### src/rtl/hazard_issue_ctrl.sv
// Decode->Execute issue controller: per-register pending-write scoreboard for
// data hazards, plus a branch FSM that holds fetch until the target resolves
// and for a short drain afterwards. All state changes on the falling clock edge.
module hazard_issue_ctrl #(
    parameter int unsigned NUM_REGS  = 16,
    parameter int unsigned IDX_W     = 4,
    parameter int unsigned CNT_W     = 2,
    parameter int unsigned DRAIN_CYC = 2
) (
    input  logic                I_CLOCK,
    input  logic                I_RESET,
    input  logic                I_LOCK,
    input  logic                I_DecValid,
    input  logic [IDX_W-1:0]    I_DecSrc1Idx,
    input  logic [IDX_W-1:0]    I_DecSrc2Idx,
    input  logic                I_DecUsesSrc1,
    input  logic                I_DecUsesSrc2,
    input  logic [IDX_W-1:0]    I_DecDestIdx,
    input  logic                I_DecWritesDest,
    input  logic                I_DecIsBranch,
    input  logic                I_WBValid,
    input  logic [IDX_W-1:0]    I_WBDestIdx,
    input  logic                I_BrResolve,
    input  logic                I_BrTaken,
    output logic                O_Issue,
    output logic                O_DepStall,
    output logic                O_FetchStall,
    output logic                O_Redirect,
    output logic [NUM_REGS-1:0] O_BusyMask,
    output logic                O_Underflow
);

    localparam logic [CNT_W-1:0] CntMax    = {CNT_W{1'b1}};
    localparam logic [CNT_W-1:0] CntOne    = CNT_W'(1);
    localparam logic [2:0]       DrainLoad = 3'(DRAIN_CYC);

    typedef enum logic [1:0] {StIdle, StBrWait, StDrain} state_e;

    state_e           state_q, state_d;
    logic [2:0]       drain_q, drain_d;
    logic             redirect_q, redirect_d;
    logic             underflow_q, underflow_d;
    logic [CNT_W-1:0] pending_q [NUM_REGS];
    logic [CNT_W-1:0] pending_d [NUM_REGS];

    logic                haz;
    logic                idle;
    logic                issue;
    logic [NUM_REGS-1:0] inc_vec;
    logic [NUM_REGS-1:0] dec_vec;

    // Hazard detect and issue decision; no writeback bypass, so a same-cycle
    // retire to a source still stalls.
    always_comb begin
        haz = (I_DecUsesSrc1 && (pending_q[I_DecSrc1Idx] != '0))
            || (I_DecUsesSrc2 && (pending_q[I_DecSrc2Idx] != '0))
            || (I_DecWritesDest && (pending_q[I_DecDestIdx] == CntMax));
        idle       = (state_q == StIdle);
        issue      = !I_RESET && I_LOCK && I_DecValid && !haz && idle;
        O_Issue    = issue;
        O_DepStall = !I_RESET && I_LOCK && I_DecValid && haz && idle;
    end

    // Per-register increment (issued writer) and decrement (writeback) strobes.
    always_comb begin
        inc_vec = '0;
        dec_vec = '0;
        for (int unsigned r = 0; r < NUM_REGS; r++) begin
            inc_vec[r] = issue && I_DecWritesDest && (I_DecDestIdx == IDX_W'(r));
            dec_vec[r] = I_WBValid && (I_WBDestIdx == IDX_W'(r));
        end
    end

    // Scoreboard next state; a writeback to an idle counter saturates at 0
    // and raises the sticky underflow flag instead of wrapping.
    always_comb begin
        underflow_d = underflow_q;
        for (int unsigned r = 0; r < NUM_REGS; r++) begin
            pending_d[r] = pending_q[r];
            if (inc_vec[r] && !dec_vec[r]) begin
                pending_d[r] = pending_q[r] + CntOne;
            end else if (dec_vec[r] && !inc_vec[r]) begin
                if (pending_q[r] == '0) begin
                    underflow_d = 1'b1;
                end else begin
                    pending_d[r] = pending_q[r] - CntOne;
                end
            end
        end
    end

    // Branch FSM next state: wait for resolve, then hold fetch for the drain.
    always_comb begin
        state_d    = state_q;
        drain_d    = drain_q;
        redirect_d = 1'b0;
        unique case (state_q)
            StIdle: begin
                if (issue && I_DecIsBranch) begin
                    state_d = StBrWait;
                end
            end
            StBrWait: begin
                if (I_BrResolve) begin
                    state_d    = StDrain;
                    drain_d    = DrainLoad;
                    redirect_d = I_BrTaken;
                end
            end
            StDrain: begin
                if (drain_q <= 3'd1) begin
                    state_d = StIdle;
                    drain_d = '0;
                end else begin
                    drain_d = drain_q - 3'd1;
                end
            end
            default: begin
                state_d = StIdle;
                drain_d = '0;
            end
        endcase
    end

    // State registers; reset wins over I_LOCK, and a frozen pipe drops the redirect pulse.
    always_ff @(negedge I_CLOCK) begin
        if (I_RESET) begin
            state_q     <= StIdle;
            drain_q     <= '0;
            redirect_q  <= 1'b0;
            underflow_q <= 1'b0;
            for (int unsigned r = 0; r < NUM_REGS; r++) begin
                pending_q[r] <= '0;
            end
        end else if (I_LOCK) begin
            state_q     <= state_d;
            drain_q     <= drain_d;
            redirect_q  <= redirect_d;
            underflow_q <= underflow_d;
            for (int unsigned r = 0; r < NUM_REGS; r++) begin
                pending_q[r] <= pending_d[r];
            end
        end else begin
            redirect_q <= 1'b0;
        end
    end

    // Outputs taken straight from registered state.
    always_comb begin
        O_FetchStall = (state_q != StIdle);
        O_Redirect   = redirect_q;
        O_Underflow  = underflow_q;
        for (int unsigned r = 0; r < NUM_REGS; r++) begin
            O_BusyMask[r] = (pending_q[r] != '0);
        end
    end

endmodule

### config.mk
export PLATFORM = sky130hd
export DESIGN_NAME = hazard_issue_ctrl
export DESIGN_NICKNAME = d
export VERILOG_FILES = /design/src/rtl/hazard_issue_ctrl.sv
export SDC_FILE = /design/constraint.sdc
export NUM_CORES = 1
export LEC_CHECK = 0
export CAP_MARGIN = 20
export CORE_UTILIZATION = 27
export CTS_CLUSTER_SIZE = 28
export DETAILED_ROUTE_END_ITERATION = 6
export HOLD_SLACK_MARGIN = 0.08
export PLACE_DENSITY = 0.48
export RECOVER_POWER = 25
export SLEW_MARGIN = 30
export SYNTH_ARGS = -nofsm -noshare
export SYNTH_HDL_FRONTEND = slang
export SYNTH_SLANG_ARGS = --single-unit
### constraint.sdc
create_clock -name I_CLOCK -period 5.7 [get_ports I_CLOCK]
set_clock_uncertainty 0.15 [all_clocks]
set_input_delay 1.14 -clock I_CLOCK [delete_from_list [all_inputs] [get_ports I_CLOCK]]
set_output_delay 1.14 -clock I_CLOCK [all_outputs]
set_load 0.05 [all_outputs]
==> key figures, run 1 <==
Status
  • Status: finished, violations left
  • Failing checks: negative setup slack

Global route
  • Total GRT Usage: 0.194
  • Largest net degree at the start of global routing: 36
  • First-pass GRT wire length: 20700 um
  • Vias in the first global route: 4005
  • Initial antenna violation count: 0
  • Total gr overflow: 0

Power and ir drop
  • Static leakage: 3.06 nW
  • Clk pwr share: 0.375
  • Internal power: 0.757 mW
  • Sequential power share: 0.297
  • Pwr dens: 181 mW/mm^2
  • Maximum vdd drop: 0.118 mV
  • Comb power frac: 0.328
  • Switching Fraction: 0.348
  • Psw: 0.403 mW

Setup path
  • CP peak stage delay: 0.48 ns
  • WS Path Type: input pin to flip-flop
  • Crit. path cell count: 19
  • R2r worst-path depth: 18
  • Worst path buffer plus inverter count: 5
  • Crit path cell chain: buf_8 -> buf_6 -> inv_8 -> mux4_2 -> nor3b_2 -> or4_4 -> and4b_1 -> and3_4 -> buf_6 -> nand2_4 -> inv_4 -> ha_4 -> or3_4 -> o22a_1 -> and3_4 -> nand3_4 -> a21oi_2 -> a21boi_2 -> a31oi_1
  • Critical Path RT: 2.98 ns
  • Slowest CP cell: or4_4
  • Worst-path maximum fanout: 4
  • Worst setup SP type: input pin
  • CP endpoint kind: flip-flop
  • Critical Path Sink: O_Underflow
  • Top Family by Delay on Critical Path: simple AND/OR/NAND/NOR gates
  • Crit path from: I_DecSrc1Idx[1]
  • Register-to-register setup slack: 1.83 ns
  • FF-to-FF Start: pending_q[2][0]
  • Worst r2r dst: O_Underflow
  • CP arrival: 4.52 ns

Placement
  • I/O Buffers: 47
  • GP Congestion: 0.846
  • DP Wirelength: 9900 um
  • Inst Count DP: 749
  • Placed inst area: 0.00524 mm^2

Synthesis
  • Synth Area in Adders: 0.0891
  • Post-Synth XOR/XNOR Area: 0.0743
  • Synth Area in Compound Gates: 0.117
  • Cell area after synthesis: 0.00365 mm^2
  • Sequential element share of the synthesized area: 0.301
  • Synth async-reset ratio: 0
  • Post-synthesis mux area share: 0.0911
  • Syn avg cell area: 8.49 um^2
  • Main synth FF type: edfxtp_1
  • Yosys reg bits: 39
  • Synthesis Warnings: 0
  • Synth cell types: 59
  • Simple-gate share of the synthesized area: 0.242
  • Post-Syn Nets: 483
  • Post-synth EDFFs: 32
  • Main combinational cell family by area after synthesis: simple AND/OR/NAND/NOR gates
  • Synth Instances: 430

Drt
  • Drt first-iter violations: 164
  • Routed WL per cell: 16.3 um
  • Final WL: 13500 um
  • First-pass DRT Iterations: 4
  • Drt drc: 0
  • Routed via count: 3887
  • Vias per Instance: 4.71
  • Final antenna-violating net count: 0

Timing
  • Setup ws final: -1.54 ns
  • Relative slew margins: 0.370
  • Final-report max-slew violation count: 0
  • Slew at the pin closest to its max-slew limit: 0.944 ns
  • Final hold vios: 0
  • Final setup fails: 63
  • RSZ-0062 raised after global routing: yes
  • Final hold slack: 0.298 ns

Floorplanning
  • Full die area: 0.0140 mm^2
  • Starting utilization of the core area: 0.276
  • Top-Level Pins: 48
  • Chip Width: 118 um
  • # rows: 42
  • Vert. Die Dim: 118 um
  • Core area: 0.0132 mm^2

Finish
  • Area of the multi-input gates: 0.00290 mm^2
  • Fin cells: 826
  • Seq. cell area: 0.00110 mm^2
  • Post-route design area: 0.00640 mm^2
  • Fin nets: 703
  • Share of cells above drive strength 1: 0.454
  • Diodes inserted: 0
  • Layout area overhead: 75.2%
  • FILL cells: 1298

Clocking
  • CTS tree: yes
  • Clock sink total: 39
  • Num CTS Buffers: 5
  • Clock Tree Root: clkbuf_16
  • # hold bufs at CTS: 0
  • Worst skew pair latency: 0.38 ns
  • H-tree lvl count: 2
  • Clock transition at path regs: 0.03 ns
  • CTS max path bufs: 2

Hold path
  • HP Class: flip-flop to flip-flop

Run
  • Max-cap violations: 0
## per-stage QoR
| stage | total power [mW] | TNS [ns] | utilization | setup WS (ns) |
|---|---|---|---|---|
| after global routing | 1.23 | -56.20 | 0.483 | -1.61 |
| after CTS | 1.16 | -50.84 | 0.464 | -1.50 |
| after global placement | 0.702 | -84.75 | 0.396 | -2.20 |
| after detailed placement | 0.705 | -86.76 | 0.396 | -2.33 |
| final | 1.16 | -51.31 | 0.483 | -1.54 |
| after floorplan | 0.555 | -46.34 | - | -1.56 |
## worst min-delay path by stage
stage,endpoint,slack [ns],cells after the start,from
finish,drain_q[1],0.30,2,drain_q[1]
global route,drain_q[1],0.33,2,drain_q[1]
CTS,drain_q[1],0.30,2,drain_q[1]
detailed placement,drain_q[1],0.30,2,drain_q[1]
global placement,drain_q[1],0.30,2,drain_q[1]
floorplan,drain_q[1],0.28,2,drain_q[1]
## placed cells by master, fill, tap and decap left out, types with 9 or more instances in the layout
master	synthesis	routed
mux4_2	11	11
xnor2_1	25	13
nand3_1	20	14
nand2_1	30	22
buf_4	0	142
edfxtp_1	32	32
inv_1	57	88
xnor2_2	0	10
nor2_1	67	59
clkdlybuf4s50_1	0	19
a21oi_1	10	9
ha_1	26	15
buf_6	1	15
nand2b_1	12	9
## repair_timing
| action | in CTS | in global routing |
|---|---|---|
| pin swaps | 33 | 33 |
| setup endpoints to repair | 53 | 53 |
| hold endpoints to repair | 0 | 0 |
| resized for setup | 99 | 44 |
| gates cloned | 1 | 0 |
| buffers inserted | 21 | 14 |
## sequential cells by signal (all words and copies together) (netlist names)
register / cells
pending_q: 32
O_Underflow: 1
O_Redirect: 1
drain_q: 3
state_q: 2
## cells by family after synthesis
kind of cell | Yosys count
AO/OA/AOI/OAI | 59
XOR/XNOR | 31
adder cells (fa/ha/maj) | 26
buffers and inverters | 77
flip-flops | 39
multiplexers | 19
AND/OR/NAND/NOR | 179
## synth_stat cells (all sizes together), types with 2 or more instances
cell type  number  share of area
edfxtp         32           0.26
nor2           68          0.071
o21ai           7         0.0096
nor4            2         0.0034
clkbuf         15          0.015
and3            5         0.0099
a21oi          10          0.014
nor2b           6          0.010
o22a            3         0.0072
mux4           11          0.068
a31o            9          0.022
o21bai          5          0.010
o22ai           2         0.0034
mux2i           4          0.011
mux2            4          0.012
a2111oi         2         0.0048
ha             26          0.089
nand3b          3         0.0062
nand4           7          0.017
nand3          20          0.027
nor3b           2         0.0041
or3             6          0.010
dfxtp           7          0.038
xnor2          25          0.060
a21o            6          0.012
nand2          30          0.031
a31oi           2         0.0034
xor2            6          0.014
nor3            9          0.012
buf             4         0.0099
and2            3         0.0051
inv            58          0.060
nand2b         12          0.021
or2             2         0.0034
## power by group through the flow
| stage | clock (mW) | sequential (mW) | combinational (mW) |
|---|---|---|---|
| after global placement | 0.0422 | 0.348 | 0.312 |
| after CTS | 0.454 | 0.344 | 0.358 |
| final | 0.435 | 0.345 | 0.380 |
| after detailed placement | 0.0422 | 0.349 | 0.314 |
| after global routing | 0.479 | 0.346 | 0.403 |
| after floorplan | 0.0422 | 0.352 | 0.161 |
## metal layers
metal  GRT usage  wire length [um]  vias to the layer above
met5           0                 0                        -
met4      0.0929               252                        0
met3      0.0502               625                       15
met2       0.317              6800                       94
met1       0.236              5820                     1859
li1            -                 -                     1919
## layout make-up
class	count	share of cell area
timing repair buffer	194	0.258
tap	176	0.0344
clock inverter	41	0.0283
clock buffer	5	0.0196
sequential	39	0.172
inverter	57	0.0354
multi-input combinational	314	0.452
## worst min-delay path: cells and delay by family, from the launching register on
family,cells,cell delay [ns]
flip-flops,1,0.30
AO/OA/AOI/OAI,1,0.05
AND/OR/NAND/NOR,1,0.05
(Power assumes the default switching activity.)
==> run 2: changes to the inputs <==
DONT_BUFFER_PORTS = 1   (was default)
PLACE_DENSITY = 0.43   (was 0.48)
clock period = 8.6 ns   (was 5.7 ns; I/O delays follow)
==> run 2 against run 1 <==
- the run still ends with negative setup slack left
- core utilization shrank 10 points
- sequential cell count is the same
- critical endpoint unchanged
- register-to-register slack gained 3.0 ns
- critical path type unchanged
- global-route usage shrank 1.5 points
- critical path depth shrank 3
- die area is the same
- largest power group unchanged
==> key figures, run 2 (same netlist as run 1, synthesis figures left out) <==
Setup path
  • Critical Path RT: 4.44 ns (was 2.98 ns)
  • Worst-path maximum fanout: 4 (unchanged)
  • Critical path's most frequent cell: and3_4
  • Worst setup SP type: input pin (unchanged)
  • CP endpoint kind: flip-flop (unchanged)
  • WS Path Type: input pin to flip-flop (unchanged)
  • CP arrival: 4.76 ns (was 4.52 ns)
  • Crit path cell chain: inv_16 -> mux4_2 -> nor3b_2 -> or4_4 -> and4b_2 -> and3_4 -> nand2_4 -> inv_2 -> ha_4 -> or3_4 -> o22a_1 -> and3_4 -> nand3_2 -> a21oi_1 -> a21boi_1 -> a31oi_1 (was buf_8 -> buf_6 -> inv_8 -> mux4_2 -> nor3b_2 -> or4_4 -> and4b_1 -> and3_4 -> buf_6 -> nand2_4 -> inv_4 -> ha_4 -> or3_4 -> o22a_1 -> and3_4 -> nand3_4 -> a21oi_2 -> a21boi_2 -> a31oi_1)
  • Worst path buffer plus inverter count: 2 (was 5)
  • CP peak stage delay: 0.52 ns (was 0.48 ns)
  • Top Family by Delay on Critical Path: simple AND/OR/NAND/NOR gates (unchanged)
  • Slowest CP cell: or4_4 (unchanged)

Power and ir drop
  • Pwr dens: 136 mW/mm^2 (was 181 mW/mm^2)
  • Comb power frac: 0.243 (was 0.328)
  • Psw: 0.228 mW (was 0.403 mW)
  • Clk pwr share: 0.417 (was 0.375)
  • Total power: 0.681 mW (was 1.16 mW)
  • Switching Fraction: 0.335 (was 0.348)
  • Internal power: 0.453 mW (was 0.757 mW)
  • Static leakage: 2.32 nW (was 3.06 nW)
  • Sequential power share: 0.339 (was 0.297)
  • Maximum vdd drop: 0.0706 mV (was 0.118 mV)

Drt
  • Drt first-iter violations: 216 (was 164)
  • Vias per Instance: 4.80 (was 4.71)
  • Routed via count: 3426 (was 3887)
  • Routed WL per cell: 16.9 um (was 16.3 um)
  • First-pass DRT Iterations: 6 (was 4)
  • Final WL: 12100 um (was 13500 um)
  • Drt drc: 0 (unchanged)
  • Final antenna-violating net count: 0 (unchanged)

Clocking
  • Clock sink total: 39 (unchanged)
  • Clock transition at path regs: 0.03 ns (about the same)
  • Clock Tree Root: clkbuf_16 (unchanged)
  • H-tree lvl count: 2 (unchanged)
  • CTS max path bufs: 2 (unchanged)
  • Num CTS Buffers: 5 (unchanged)
  • # hold bufs at CTS: 0 (unchanged)
  • Worst skew pair latency: 0.37 ns (was 0.38 ns)
  • CTS tree: yes (unchanged)

Global route
  • Vias in the first global route: 3418 (was 4005)
  • Total GRT Usage: 0.178 (was 0.194)
  • Largest net degree at the start of global routing: 37 (was 36)
  • First-pass GRT wire length: 18600 um (was 20700 um)
  • Total gr overflow: 0 (unchanged)
  • Initial antenna violation count: 0 (unchanged)

Floorplanning
  • Starting utilization of the core area: 0.276 (unchanged)
  • # rows: 42 (unchanged)
  • Vert. Die Dim: 118 um (unchanged)
  • Core area: 0.0132 mm^2 (unchanged)
  • Top-Level Pins: 48 (unchanged)
  • Full die area: 0.0140 mm^2 (unchanged)
  • Chip Width: 118 um (unchanged)

Finish
  • Fin cells: 714 (was 826)
  • Layout area overhead: 37.4% (was 75.2%)
  • Most flops, register: pending_q (unchanged)
  • Share of cells above drive strength 1: 0.301 (was 0.454)
  • Commonest non-fill, non-tap cell in the layout: inv_1 (was buf_4)
  • Largest register FFs: 32 (unchanged)
  • Commonest cells after routing, fill and taps aside: inv_1 (93), buf_4 (75), nor2_1 (62) (was buf_4 (142), inv_1 (88), nor2_1 (59))
  • Fin util: 0.379 (was 0.483)
  • Regs by FF count: pending_q: 32 flops, drain_q: 3 flops, state_q: 2 flops (unchanged)
  • Diodes inserted: 0 (unchanged)
  • Fin nets: 590 (was 703)
  • FILL cells: 1417 (was 1298)

Run
  • Max-cap violations: 0 (unchanged)

Timing
  • Final hold vios: 0 (unchanged)
  • Slew at the pin closest to its max-slew limit: 0.981 ns (was 0.944 ns)
  • RSZ-0062 raised after global routing: yes (unchanged)
  • Setup ws final: -0.323 ns (was -1.54 ns)
  • TNS Setup: -0.677 ns (was -51.31 ns)
  • Final-report max-slew violation count: 0 (unchanged)
  • Final setup fails: 5 (was 63)
  • Relative slew margins: 0.346 (was 0.370)

Placement
  • I/O Buffers: 0 (was 47)
  • Inst Count DP: 656 (was 749)
  • DP Wirelength: 9320 um (was 9900 um)
  • GP Congestion: 0.869 (was 0.846)

Hold path
  • HP Class: flip-flop to flip-flop (unchanged)

Status
  • Failing checks: negative setup slack (unchanged)
  • Status: finished, violations left (unchanged)
[run 2: changes by cell type in the layout (fill, tap and decap cells not counted), sizes merged]
cell / before / now
inv: 96 / 98
dlygate4sd3: 1 / 0
clkdlybuf4s15: 1 / 0
dlygate4sd2: 1 / 0
clkbuf: 11 / 5
clkinvlp: 1 / 0
buf: 165 / 81
bufbuf: 1 / 0
clkdlybuf4s50: 19 / 0
[run 2: path summary, 6_finish.rpt]
path | startpoint | to | slack (ns) | depth (start not counted)
hold reg to reg | drain_q[1] | drain_q[1] | 0.29 | 2
setup reg to reg | pending_q[1][1] | O_Underflow | 4.86 | 17
hold / removal | drain_q[1] | drain_q[1] | 0.29 | 2
setup / recovery | I_DecSrc1Idx[1] | O_Underflow | -0.32 | 16
[run 2: per-layer routing]
metal / vias to the layer above / wire length, um / global-route usage
met5: - / 0 / 0
met1: 1597 / 5220 / 0.212
met3: 23 / 1090 / 0.0763
met4: 0 / 359 / 0.0929
li1: 1688 / - / -
met2: 118 / 5390 / 0.272
[run 2: final cells by class]
class | count | area [um^2] | share of cell area
Timing Repair Buffer | 81 | 634 | 0.126
Clock buffer | 5 | 125 | 0.0249
Inverter | 57 | 230 | 0.0459
Clock inverter | 42 | 184 | 0.0367
Tap cell | 176 | 220 | 0.0439
Multi-Input combinational cell | 314 | 2520 | 0.503
Sequential cell | 39 | 1100 | 0.219
[run 2: stage by stage]
step / worst slack, ns / area (um^2) / hold slack (ns)
4_1_cts: -0.345 / 4920 / 0.293
3_3_place_gp: -0.756 / 4390 / 0.287
3_5_place_dp: -0.781 / 4390 / 0.289
2_1_floorplan: -0.692 / 3750 / 0.282
5_1_grt: -0.363 / 5020 / 0.312
6_report: -0.323 / 5020 / 0.289
[run 2: power by group through the flow]
stage	clock network, mW	registers (mW)	logic [mW]
after floorplan	0.0280	0.233	0.105
after global placement	0.0280	0.233	0.150
after detailed placement	0.0280	0.233	0.150
after CTS	0.297	0.231	0.159
after global routing	0.312	0.232	0.177
final	0.284	0.231	0.166
[run 2: worst register-to-register path: stages (launching register included)]
cell and delay (ns):
edfxtp_1 0.39, nor2_2 0.26, a2111oi_0 0.16, a311o_1 0.34
o2111ai_1 0.21, buf_4 0.19, and4b_2 0.27, and3_4 0.23
nand2_1 0.08, inv_1 0.07, ha_2 0.17, nor3_1 0.06
a222oi_1 0.31, and3_4 0.24, nand3_2 0.07, a21oi_1 0.14
a21boi_1 0.18, a31oi_1 0.08
[run 2: what timing repair did]
item / in CTS / in global routing
gates resized for setup: 33 / 18
pin swaps: 13 / 11
setup endpoints to repair: 17 / 21
setup buffers: 8 / 4
